[config.mk]
export PLATFORM = sky130hd
export DESIGN_NAME = serv_mdu_seq
export DESIGN_NICKNAME = d
export VERILOG_FILES = /design/src/rtl/serv_mdu_seq_pkg.sv /design/src/rtl/serv_mdu_addsub.sv /design/src/rtl/serv_mdu_seq.sv
export SDC_FILE = /design/constraint.sdc
export NUM_CORES = 1
export LEC_CHECK = 0
export ABC_AREA = 1
export BUFFER_PORTS_ARGS = -buffer_cell sky130_fd_sc_hd__buf_2
export CAP_MARGIN = 25
export CELL_PAD_IN_SITES_DETAIL_PLACEMENT = 0
export CELL_PAD_IN_SITES_GLOBAL_PLACEMENT = 1
export CORE_MARGIN = 2
export CORE_UTILIZATION = 30
export CTS_BUF_LIST = sky130_fd_sc_hd__clkbuf_4 sky130_fd_sc_hd__clkbuf_8 sky130_fd_sc_hd__clkbuf_16
export CTS_CLUSTER_DIAMETER = 120
export DETAILED_ROUTE_END_ITERATION = 7
export HOLD_SLACK_MARGIN = 0.06
export PLACE_DENSITY = 0.59
export SLEW_MARGIN = 20
export SYNTH_ARGS = -nofsm -noshare
export SYNTH_HDL_FRONTEND = slang
export SYNTH_SLANG_ARGS = --single-unit
[constraint.sdc]
create_clock -name clk -period 9.1 [get_ports clk]
set_clock_uncertainty 0.1 [all_clocks]
set_input_delay 0.455 -clock clk [delete_from_list [all_inputs] [get_ports clk]]
set_output_delay 0.455 -clock clk [all_outputs]
set_load 0.02 [all_outputs]
[src/rtl/serv_mdu_seq_pkg.sv]
// Shared definitions for the iterative RV32M multiply/divide unit.
// Contents: word and counter widths, funct3 operation codes, FSM state
// type, and small helpers that classify operand signedness and form
// operand magnitudes.
package serv_mdu_pkg;

  localparam int XLEN  = 32;
  localparam int CNT_W = 5;

  localparam logic [2:0] F3_MUL    = 3'b000;
  localparam logic [2:0] F3_MULH   = 3'b001;
  localparam logic [2:0] F3_MULHSU = 3'b010;
  localparam logic [2:0] F3_MULHU  = 3'b011;
  localparam logic [2:0] F3_DIV    = 3'b100;
  localparam logic [2:0] F3_DIVU   = 3'b101;
  localparam logic [2:0] F3_REM    = 3'b110;
  localparam logic [2:0] F3_REMU   = 3'b111;

  typedef enum logic [1:0] {
    S_IDLE = 2'd0,
    S_CALC = 2'd1,
    S_FIX  = 2'd2,
    S_DONE = 2'd3
  } state_t;

  // Operand A is treated as signed for MULH, MULHSU, DIV and REM.
  function automatic logic a_is_signed(input logic [2:0] f3);
    return (f3 == F3_MULH) || (f3 == F3_MULHSU) ||
           (f3 == F3_DIV)  || (f3 == F3_REM);
  endfunction

  // Operand B is treated as signed for MULH, DIV and REM.
  function automatic logic b_is_signed(input logic [2:0] f3);
    return (f3 == F3_MULH) || (f3 == F3_DIV) || (f3 == F3_REM);
  endfunction

  // Magnitude as an unsigned word; -2^31 maps to 0x80000000.
  function automatic logic [XLEN-1:0] mag(input logic [XLEN-1:0] v,
                                          input logic            neg);
    return neg ? -v : v;
  endfunction

endpackage

[src/rtl/serv_mdu_addsub.sv]
// 33-bit adder/subtractor shared by the multiply and divide iterations.
// Ports:
//   i_a, i_b  operands (33 bits)
//   i_sub     0: o_sum = i_a + i_b, 1: o_sum = i_a - i_b
//   o_sum     33-bit result
//   o_borrow  high when a subtraction went below zero
module serv_mdu_addsub
  import serv_mdu_pkg::*;
(
  input  logic [XLEN:0] i_a,
  input  logic [XLEN:0] i_b,
  input  logic          i_sub,
  output logic [XLEN:0] o_sum,
  output logic          o_borrow
);

  logic [XLEN+1:0] full;

  always_comb begin
    full     = {1'b0, i_a}
             + {1'b0, (i_b ^ {(XLEN+1){i_sub}})}
             + {{(XLEN+1){1'b0}}, i_sub};
    o_sum    = full[XLEN:0];
    // Subtraction as a + ~b + 1: a missing carry out means a borrow.
    o_borrow = i_sub & ~full[XLEN+1];
  end

endmodule

[src/rtl/serv_mdu_seq.sv]
// Iterative RV32M multiply/divide unit for the core extension port.
// One bit per cycle through a shared 33-bit adder and a 64-bit shift
// register; every operation takes the same number of cycles.
// Ports:
//   clk       core clock
//   i_rst_n   asynchronous active-low reset
//   i_valid   request level, held until o_ready
//   i_rs1     operand A / dividend
//   i_rs2     operand B / divisor
//   i_funct3  RV32M operation select
//   o_ready   one-cycle completion pulse
//   o_rd      registered result, held until the next completion
//   o_busy    high while an operation is in flight
module serv_mdu_seq
  import serv_mdu_pkg::*;
#(
  parameter int DIV            = 1,
  parameter     RESET_STRATEGY = "MINI"
)
(
  input  logic            clk,
  input  logic            i_rst_n,
  input  logic            i_valid,
  input  logic [XLEN-1:0] i_rs1,
  input  logic [XLEN-1:0] i_rs2,
  input  logic [2:0]      i_funct3,
  output logic            o_ready,
  output logic [XLEN-1:0] o_rd,
  output logic            o_busy
);

  state_t           state;
  logic [CNT_W-1:0] cnt;
  logic             valid_q;
  logic             accept;

  // P holds the product; for division R = P[63:32], Q = P[31:0].
  logic [2*XLEN-1:0] p, p_nxt, p_step;
  logic [XLEN-1:0]   b_mag, b_mag_nxt;
  logic              sign_a, sign_a_nxt;
  logic              sign_b, sign_b_nxt;
  logic [2:0]        op, op_nxt;
  logic [XLEN-1:0]   rd_nxt;

  logic              sa, sb;
  logic              div_mode;
  logic [XLEN:0]     add_a, add_b, sum;
  logic              borrow;

  logic              neg_res;
  logic              b_zero;
  logic [2*XLEN-1:0] prod;
  logic [XLEN-1:0]   quo, rem, result;

  // Rising-edge detect on i_valid keeps a held request from restarting.
  assign accept   = (state == S_IDLE) && i_valid && !valid_q;
  assign div_mode = (DIV != 0) && op[2];

  assign sa = i_rs1[XLEN-1] & a_is_signed(i_funct3);
  assign sb = i_rs2[XLEN-1] & b_is_signed(i_funct3);

  // Multiply adds |B| to the upper half; divide subtracts |B| from the
  // remainder shifted left by one with the next dividend bit appended.
  assign add_a = div_mode ? {1'b0, p[2*XLEN-2:XLEN], p[XLEN-1]}
                          : {1'b0, p[2*XLEN-1:XLEN]};
  assign add_b = {1'b0, b_mag};

  serv_mdu_addsub u_addsub (
    .i_a      (add_a),
    .i_b      (add_b),
    .i_sub    (div_mode),
    .o_sum    (sum),
    .o_borrow (borrow)
  );

  always_comb begin
    p_step = p;
    if (div_mode) begin
      if (borrow)
        p_step = {p[2*XLEN-2:0], 1'b0};
      else
        p_step = {sum[XLEN-1:0], p[XLEN-2:0], 1'b1};
    end else begin
      p_step = {(p[0] ? sum : {1'b0, p[2*XLEN-1:XLEN]}), p[XLEN-1:1]};
    end
  end

  // Divide by zero leaves |A| in R (every step subtracts nothing), so
  // the ordinary remainder sign fix already reproduces rs1; only the
  // quotient needs an explicit override.
  always_comb begin
    neg_res = sign_a ^ sign_b;
    b_zero  = (b_mag == '0);
    prod    = neg_res ? -p : p;
    quo     = p[XLEN-1:0];
    rem     = p[2*XLEN-1:XLEN];
    case (op)
      F3_MUL:                      result = prod[XLEN-1:0];
      F3_MULH, F3_MULHSU, F3_MULHU: result = prod[2*XLEN-1:XLEN];
      F3_DIV, F3_DIVU:             result = b_zero ? '1 : (neg_res ? -quo : quo);
      default:                     result = sign_a ? -rem : rem;
    endcase
    if ((DIV == 0) && op[2])
      result = '0;
  end

  always_comb begin
    p_nxt      = p;
    b_mag_nxt  = b_mag;
    sign_a_nxt = sign_a;
    sign_b_nxt = sign_b;
    op_nxt     = op;
    rd_nxt     = o_rd;
    if (accept) begin
      sign_a_nxt = sa;
      sign_b_nxt = sb;
      op_nxt     = i_funct3;
      b_mag_nxt  = mag(i_rs2, sb);
      p_nxt      = {{XLEN{1'b0}}, mag(i_rs1, sa)};
    end else if (state == S_CALC) begin
      p_nxt      = p_step;
    end else if (state == S_FIX) begin
      rd_nxt     = result;
    end
  end

  always_ff @(posedge clk or negedge i_rst_n) begin
    if (!i_rst_n) begin
      state   <= S_IDLE;
      cnt     <= '0;
      valid_q <= 1'b0;
      o_ready <= 1'b0;
      o_busy  <= 1'b0;
    end else begin
      valid_q <= i_valid;
      o_ready <= 1'b0;
      case (state)
        S_IDLE: begin
          if (accept) begin
            state  <= S_CALC;
            cnt    <= '0;
            o_busy <= 1'b1;
          end
        end
        S_CALC: begin
          cnt <= cnt + CNT_W'(1);
          if (cnt == '1)
            state <= S_FIX;
        end
        S_FIX: begin
          state   <= S_DONE;
          o_ready <= 1'b1;
        end
        default: begin
          state  <= S_IDLE;
          o_busy <= 1'b0;
        end
      endcase
    end
  end

  if (RESET_STRATEGY == "MINI") begin : g_dp_rst
    always_ff @(posedge clk or negedge i_rst_n) begin
      if (!i_rst_n) begin
        p      <= '0;
        b_mag  <= '0;
        sign_a <= 1'b0;
        sign_b <= 1'b0;
        op     <= '0;
        o_rd   <= '0;
      end else begin
        p      <= p_nxt;
        b_mag  <= b_mag_nxt;
        sign_a <= sign_a_nxt;
        sign_b <= sign_b_nxt;
        op     <= op_nxt;
        o_rd   <= rd_nxt;
      end
    end
  end else begin : g_dp_norst
    always_ff @(posedge clk) begin
      p      <= p_nxt;
      b_mag  <= b_mag_nxt;
      sign_a <= sign_a_nxt;
      sign_b <= sign_b_nxt;
      op     <= op_nxt;
      o_rd   <= rd_nxt;
    end
  end

endmodule

==> metrics.cfg, run 1 <==
[global_route]
grt_pass1_vias = 16400
grt_use_total_pct = 25.7
grt_antenna_before_repair = 0
grt_overflow_total = 0
grt_pass1_wl_um = 102000
grt_max_degree = 98

[timing]
setup_tns_ns = 0
worst_pin_slew_ns = 0.993
drv_slew = 0
fin_crit_sh_pct = 54.1
hold_ws_ns = 0.111
finalSetupViolCount = 0
finalHoldViolCount = 0
fmax_mhz = 203
post-route-min-period_ns = 4.92
slew_headroom_pct = 33.8
rsz0062_at_grt = false

[yosys]
yosys.area_share.xor_xnor_pct = 5.91
synth_fa_ha_area_share_pct = 3.44
synth_mux_area_share_pct = 0
post-synth-top-count-cell = nand2_1
syn_inst = 2586
synth_edf_count = 0
yosysSeqAreaShare_pct = 23.7
yosysTopAreaCell = dfrtp_1
ys_types = 52
ys_warn_count = 0
syn_area_per_cell_um2 = 5.85
synth.area.top_cells = dfrtp_1 24%, nand2_1 20%, o21ai_0 7.7%, nor2_1 7.1%, inv_1 6.1%
synth_compound_area_share_pct = 17.7
ys.flop_type = dfrtp_1
async_flop_share_pct = 100
synth_top_family_by_area = simple AND/OR/NAND/NOR gates
synth-simple-area-share_pct = 39.6
synth_top_area_share_pct = 23.7
ys_seq_elements = 143
synth_area_um2 = 15100
syn-num-nets = 2697
yosys-top-cells-count = 811 x nand2_1, 288 x nor2_1, 246 x inv_1, 233 x o21ai_0, 175 x nand3_1

[routing]
routed_via_density = 5.24
drcViolationCount = 0
ant_nets = 0
vias = 17300
firstDrtPassIters = 6
drt_iter0_markers = 1685
wl_per_cell_um = 20.4
drt-total-wl_um = 67500

[clock_tree]
clock-root-buffer = clkbuf_16
cts_num_sinks = 143
clkSlewWorstSetupHoldPaths_ns = 0.08
cts_buffers = 17
cts_tree = yes
ctsHtreeMaxLevel = 4
ctsResizeCount = 0
insertion_delay_ns = 0.48
clk_path_buf_depth = 2

[floorplan]
num_rows = 82
die_x_um = 229
die_h_um = 229
start_util_pct = 30.3
coreArea_um2 = 50000
fp.dieArea_um2 = 52200
ios = 104

[setup_path]
startpoint_type = register
crit_arrival_ns = 5.19
crit_required_ns = 9.37
end_kind = register
path_class = reg -> reg
cp_max_fo = 97

[placement]
finalWeightedCongestion = 0.956
dpl.hpwl_um = 53700
io_buffers = 103

[final_layout]
finalNetCount = 2727
diodes = 0
area_growth_pct = 11.2
drive_gt1_share_pct = 7.95

[worst_hold_path]
hold_path.class = in -> reg

[outcome]
status = completed

[run]
drv_cap = 0

==> stage by stage <==
| stage | std cells | utilization [%] | instance area (µm²) | setup WS, ns |
|---|---|---|---|---|
| detailed placement | 3266 | 32.3 | 16200 | 4.21 |
| floorplan | 2586 | - | 15100 | 5.98 |
| finish | 3301 | 33.6 | 16800 | 4.18 |
| global route | 3301 | 33.6 | 16800 | 3.76 |
| CTS | 3300 | 33.6 | 16800 | 4.16 |
| global placement | 3266 | 32.3 | 16200 | 4.20 |
==> per-layer routing <==
metal  wire length [µm]  up-vias  track usage (%)
li1                   -     8509                -
met1              32400     8161             36.8
met3               3100       85             2.76
met2              30200      532             40.4
met4               1740        0             7.82
met5                  0        -                0
==> cells by family (layout without fill, tap and decap cells) <==
group,count (synthesis),in the layout
AOI/OAI and AO/OA,500,500
xor gates and xnor gates,102,102
adders and majority gates,41,41
buffers and inverters,374,417
DFF,143,143
and+or+nand+nor,1426,1426
==> area by class of cell <==
class | instances | area [µm²]
sequential | 143 | 3580
clock buffer | 17 | 425
inverter | 262 | 990
multi-input combinational | 2069 | 10100
fill | 5709 | 33200
clock inverter | 15 | 190
tap | 672 | 841
timing repair buffer | 123 | 689
==> timing repair <==
item                                    in CTS  in global routing
buffers inserted                             0                  0
hold buffers                                 2                  0
endpoints found under the setup margin       0                  0
endpoints found under the hold margin       46                  0
==> cells in the final DEF (no fill, tap or decap), types with 3 or more instances in the layout <==
| cell type | netlist | routed |
|---|---|---|
| o21bai_1 | 5 | 5 |
| xnor2_1 | 12 | 12 |
| o21ai_0 | 233 | 233 |
| clkinv_8 | 0 | 6 |
| nor3b_1 | 3 | 3 |
| clkinv_1 | 3 | 4 |
| nor4_1 | 6 | 6 |
| nand4_1 | 57 | 57 |
| nor2_4 | 4 | 6 |
| a31oi_1 | 11 | 11 |
| nand3_1 | 175 | 175 |
| a21oi_1 | 172 | 172 |
| a22oi_1 | 24 | 24 |
| nand3_2 | 4 | 4 |
| nor2_2 | 12 | 12 |
| inv_1 | 246 | 244 |
| and2_1 | 3 | 3 |
| nand3b_1 | 8 | 8 |
| inv_2 | 10 | 11 |
| buf_2 | 30 | 102 |
| inv_8 | 0 | 6 |
| xor2_1 | 90 | 90 |
| dfrtp_1 | 143 | 142 |
| nor3_1 | 36 | 36 |
| ha_1 | 40 | 40 |
| o211ai_1 | 15 | 15 |
| o21ai_1 | 23 | 23 |
| nand2_2 | 6 | 6 |
| clkbuf_16 | 0 | 17 |
| buf_4 | 1 | 17 |
| or2_2 | 3 | 3 |
| nor2_1 | 288 | 286 |
| o22ai_1 | 6 | 6 |
| nand2_1 | 811 | 811 |
==> registers in the layout, summed over array words and instances, names as in the netlist <==
register and flops:
b_mag 32, cnt 5, o_busy 1, o_rd 32, o_ready 1, op 3
p 64, sign_a 1, sign_b 1, state 2, valid_q 1
==> path summary, 6_finish.rpt <==
path | end | slack [ns] | depth (start not counted) | start
worst max register to register | p[46] | 4.18 | 16 | op[2]
min in group asynchronous | p[59] | 0.39 | 2 | i_rst_n
worst min-delay path | op[1] | 0.11 | 3 | i_funct3[1]
worst max-delay path | p[46] | 4.18 | 16 | op[2]
max in group asynchronous | op[2] | 6.61 | 4 | i_rst_n
worst min register to register | o_rd[24] | 0.37 | 2 | o_rd[24]
==> critical path, stage by stage (launching register included) <==
cell     delay (ns)
dfrtp_4        1.04
buf_4          0.61
buf_12         0.31
xor2_1         0.18
ha_1           0.29
a21oi_1        0.22
nor2_1         0.09
o21ai_1        0.14
nand2_1        0.09
a21oi_2        0.47
nand2_2        0.51
inv_2          0.36
nand2_1        0.09
nand2_1        0.07
nor2_1         0.04
nand2_1        0.05
nand2_1        0.04
Power of run 1 is left out: the tool's default activity adds up to more than one toggle a clock period on the data nets, which glitch-free logic cannot reach.
==> run 2, diff against run 1 <==
clock period = 5 ns   (was 9.1 ns; I/O delays follow)
==> run 2 against run 1 <==
Compared with the run above: global-route usage rose by 0.20 points; critical path depth fell by 3; worst hold slack got worse by 0.013 ns; non-clock buffer count rose by 59; first-iteration DRC count fell by 19%; count of clock-buffer cells in the layout rose by 2; routed wire length rose by 0.14%; worst setup slack got worse by 3.4 ns; register-to-register slack got worse by 3.4 ns; cell count rose by 1.8%; critical path type unchanged; critical endpoint is now p[48].
==> metrics.cfg, run 2 (synthesis gave the netlist of run 1 again) <==
[floorplan]
ios = 104
die_h_um = 229
start_util_pct = 30.3
fp.dieArea_um2 = 52200
num_rows = 82
coreArea_um2 = 50000
die_x_um = 229

[timing]
rsz0062_at_grt = false
fin_crit_sh_pct = 84.4
slew_headroom_pct = 32.2
fmax_mhz = 237
setup_tns_ns = 0
worst_pin_slew_ns = 1.02
drv_slew = 0
post-route-min-period_ns = 4.22
finalSetupViolCount = 0
finalHoldViolCount = 0

[placement]
dpl.hpwl_um = 53500
io_buffers = 103
finalWeightedCongestion = 0.932

[setup_path]
cpPeakStageDelay_ns = 1.09
crit_family = compound AO/OA/AOI/OAI gates
end_kind = register
setup.worst_path.start = op[2]
crit_required_ns = 5.30
path_class = reg -> reg
path_buf_inv = 3
rr_startpoint = op[2]
crit_arrival_ns = 4.52
cp_slowest_cell = dfrtp_4
cp_max_fo = 75
worstPathCellList = buf_4 -> o21ai_0 -> ha_1 -> inv_1 -> o21ai_1 -> nor2_1 -> nand2_1 -> a21oi_2 -> nand2_2 -> buf_4 -> a21oi_1 -> nand2_1 -> o21ai_0
startpoint_type = register

[clock_tree]
ctsResizeCount = 0
cts_buffers = 17
clock-root-buffer = clkbuf_16
clkSlewWorstSetupHoldPaths_ns = 0.07
insertion_delay_ns = 0.50
ctsHtreeMaxLevel = 4
clk_path_buf_depth = 2
cts_tree = yes
cts_num_sinks = 143

[global_route]
grt_antenna_before_repair = 1
grt_max_degree = 76
grt_pass1_wl_um = 103000
grt_pass1_vias = 16600
grt_use_total_pct = 25.9
grt_overflow_total = 0

[final_layout]
final_common_cell = nand2_1
largest-register = p
final_cell_mix = 811 x nand2_1, 286 x nor2_1, 244 x inv_1
area_growth_pct = 14.8
diodes = 0
drive_gt1_share_pct = 8.07
top_regs = p (64), b_mag (32), o_rd (32)
finalNetCount = 2786
largest_register_ffs = 64

[worst_hold_path]
worstHoldStart = i_rs2[7]
hold_path.class = in -> reg

[routing]
wl_per_cell_um = 20.1
ant_nets = 0
drcViolationCount = 0
firstDrtPassIters = 5
vias = 17400
drt_iter0_markers = 1369
drt-total-wl_um = 67600
routed_via_density = 5.18

[run]
drv_cap = 0

[outcome]
status = completed

run 2: worst paths after layout:
check                      cells after the start        to  slack (ns)
min in group asynchronous                      2     p[63]        0.23
hold reg to reg                                2   o_rd[5]        0.38
max in group asynchronous                      3     op[2]        3.40
hold / removal                                 4  b_mag[7]         0.1
setup reg to reg                              13     p[48]        0.78
setup / recovery                              13     p[48]        0.78
run 2: through the flow:
stage | utilization (%) | hold WS, ns | instances | setup slack, ns | cell area (µm²)
2_1_floorplan | - | -0.146 | 2586 | 1.88 | 15100
3_3_place_gp | 32.5 | 0.212 | 3275 | 0.957 | 16200
3_5_place_dp | 32.5 | 0.214 | 3275 | 0.859 | 16200
4_1_cts | 34.7 | 0.0651 | 3360 | 0.827 | 17400
5_1_grt | 34.7 | 0.108 | 3360 | 0.466 | 17400
6_report | 34.7 | 0.0980 | 3360 | 0.782 | 17400
run 2: worst min-delay path, stage by stage:
cell	delay (ns)
buf_2	0.13
inv_1	0.08
xor2_1	0.06
o21ai_0	0.13
run 2: final cells by class:
type,instances,area (µm²)
fill,5674,32600
timing repair buffer,182,1270
tap,672,841
sequential,143,3580
clock buffer,19,453
inverter,262,990
clock inverter,13,129
multi-input combinational,2069,10100
run 2: routing by layer:
| layer | routed length (µm) | vias up | GRT usage [%] | share of wire (%) |
|---|---|---|---|---|
| met3 | 3150 | 84 | 3.71 | 4.7 |
| met5 | 10 | - | 0 | 0.015 |
| met1 | 31600 | 8243 | 35.6 | 47 |
| met2 | 31100 | 473 | 41.9 | 46 |
| li1 | - | 8619 | - | - |
| met4 | 1680 | 2 | 7.82 | 2.5 |
run 2: timing repair:
action,in CTS,in global routing
endpoints found under the hold margin,114,0
buffers inserted,0,0
setup endpoints to repair,0,0
hold buffers,53,0
Power of run 2 is left out for the same reason.
==> run 3, diff against run 2 <==
PLACE_DENSITY = 0.62   (was 0.59)
clock period = 3.4 ns   (was 5 ns; I/O delays follow)
==> run 3 against run 2 <==
Compared with the run above: maximum frequency rose by 29%; non-clock buffer count rose by 80; cell area rose by 4.4%; via count rose by 1.7%; count of clock-buffer cells in the layout rose by 3; routed wire length fell by 1.7%; worst setup slack got worse by 0.65 ns; critical path type unchanged; largest cell class unchanged.
==> metrics.cfg, run 3 (synthesis gave the netlist of run 1 again) <==
[outcome]
status = completed

[floorplan]
fp.dieArea_um2 = 52200
num_rows = 82
start_util_pct = 30.3
coreArea_um2 = 50000
ios = 104
die_h_um = 229
die_x_um = 229

[final_layout]
final_common_cell = nand2_1
area_growth_pct = 19.8
final_cell_mix = 811 x nand2_1, 286 x nor2_1, 243 x inv_1
largest_register_ffs = 64
finalNetCount = 2866
finalCoreUtilization_pct = 36.3
largest-register = p
top_regs = p (64), b_mag (32), o_rd (32)
drive_gt1_share_pct = 10.3

[power_and_ir_drop]
vdd_ir_drop_max_v = 0.000449
power.density_nw_per_um2 = 1260
p_leak_nw = 8.78

[placement]
io_buffers = 103
finalWeightedCongestion = 0.966
dpl.hpwl_um = 53100

[routing]
drcViolationCount = 0
drt-total-wl_um = 66400
ant_nets = 0
firstDrtPassIters = 6
wl_per_cell_um = 19.3
routed_via_density = 5.15
drt_iter0_markers = 1464
vias = 17700

[clock_tree]
clock-root-buffer = clkbuf_16
clkSlewWorstSetupHoldPaths_ns = 0.06
clk_path_buf_depth = 2
cts_buffers = 17
cts_tree = yes
insertion_delay_ns = 0.49
ctsHtreeMaxLevel = 4
cts_num_sinks = 143

[setup_path]
path_class = reg -> reg
crit_family = simple AND/OR/NAND/NOR gates
worstPathCellList = inv_6 -> buf_4 -> nor3_1 -> nand3b_1 -> nor2_1 -> nor2_1 -> inv_1 -> nor2_1 -> o21ai_1 -> nand2_1 -> nand2_1
cp_max_fo = 12
crit_required_ns = 3.67
path_common_cell = nor2_1
rrSetupSlack_ns = 0.13
path_buf_inv = 3
cp_slowest_cell = nor2_1
end_kind = register
r2r-end = o_rd[4]
cpPeakStageDelay_ns = 0.83
rr_startpoint = op[2]
startpoint_type = register
crit_arrival_ns = 3.54
r2r_cells = 11

[timing]
setup_tns_ns = 0
finalHoldViolCount = 0
worst_pin_slew_ns = 1.09
finalSetupViolCount = 0
drv_slew = 0
fin_crit_sh_pct = 96.1
fmax_mhz = 306
post-route-min-period_ns = 3.27
slew_headroom_pct = 27.4
rsz0062_at_grt = false

[global_route]
grt_max_degree = 68
grt_overflow_total = 0
grt_antenna_before_repair = 1
grt_pass1_wl_um = 101000
grt_use_total_pct = 25.3
grt_pass1_vias = 17100

[worst_hold_path]
min_to = p[24]
min_path_cells = 5
worstHoldStart = i_rs1[24]
hold_path.class = in -> reg

[run]
drv_cap = 0

-- run 3: through the flow --
step,total power [mW],cell area [µm²],hold WS (ns),cells,setup WS [ns]
2_1_floorplan,14.3,15100,-0.226,2586,0.280
3_3_place_gp,20.4,16700,0.127,3337,-0.0464
3_5_place_dp,20.4,16700,0.121,3337,0.00581
4_1_cts,22.7,18100,0.0657,3434,0.00208
5_1_grt,25.0,18100,0.142,3439,0.0104
6_report,22.9,18100,0.0988,3440,0.133
-- run 3: layer usage --
metal | GRT usage (%) | share of wire (%)
met1 | 35.2 | 47
met2 | 39.5 | 44
met3 | 3.69 | 5.4
met4 | 9.89 | 3.5
met5 | 0 | 0.020
-- run 3: worst reg2reg max path: stages (launching register included) --
cell and delay (ns):
dfrtp_4 0.54, inv_6 0.13, buf_4 0.20, nor3_1 0.09
nand3b_1 0.11, nor2_1 0.10, nor2_1 0.83, inv_1 0.44
nor2_1 0.29, o21ai_1 0.10, nand2_1 0.16, nand2_1 0.07
-- run 3: what timing repair did --
item                       CTS  global route
resized for setup            1             6
hold endpoints to repair   123             0
setup endpoints to repair    3            34
hold buffers                66             0
pin swaps                    0             2
setup buffers                0             5
-- run 3: power by group --
part / leakage, nW / switching [mW] / total [mW] / internal, mW
registers: 1.75 / 0.950 / 3.49 / 2.54
logic: 6.70 / 11.8 / 17.2 / 5.45
clock network: 0.330 / 0.816 / 2.20 / 1.38
-- run 3: worst max path at each step --
stage               endpoint  start  slack, ns  depth (start not counted)
floorplan              p[60]  op[2]       0.28                         18
global placement       p[48]  op[2]      -0.05                         13
detailed placement     p[58]  op[2]      0.006                         13
CTS                    p[42]  op[2]      0.002                         13
global route           p[42]  op[2]       0.01                         14
finish               o_rd[4]  op[2]       0.13                         11
-- run 3: final cells by class --
cell class                      count  area [µm²]
Multi-Input combinational cell   2069       10100
Clock inverter                      9         178
Fill cell                        5684       31800
Tap cell                          672         841
Sequential cell                   143        3580
Antenna cell                        1        2.50
Inverter                          262         992
Timing Repair Buffer              262        1930
Clock buffer                       22         488
(Power assumes the default switching activity.)
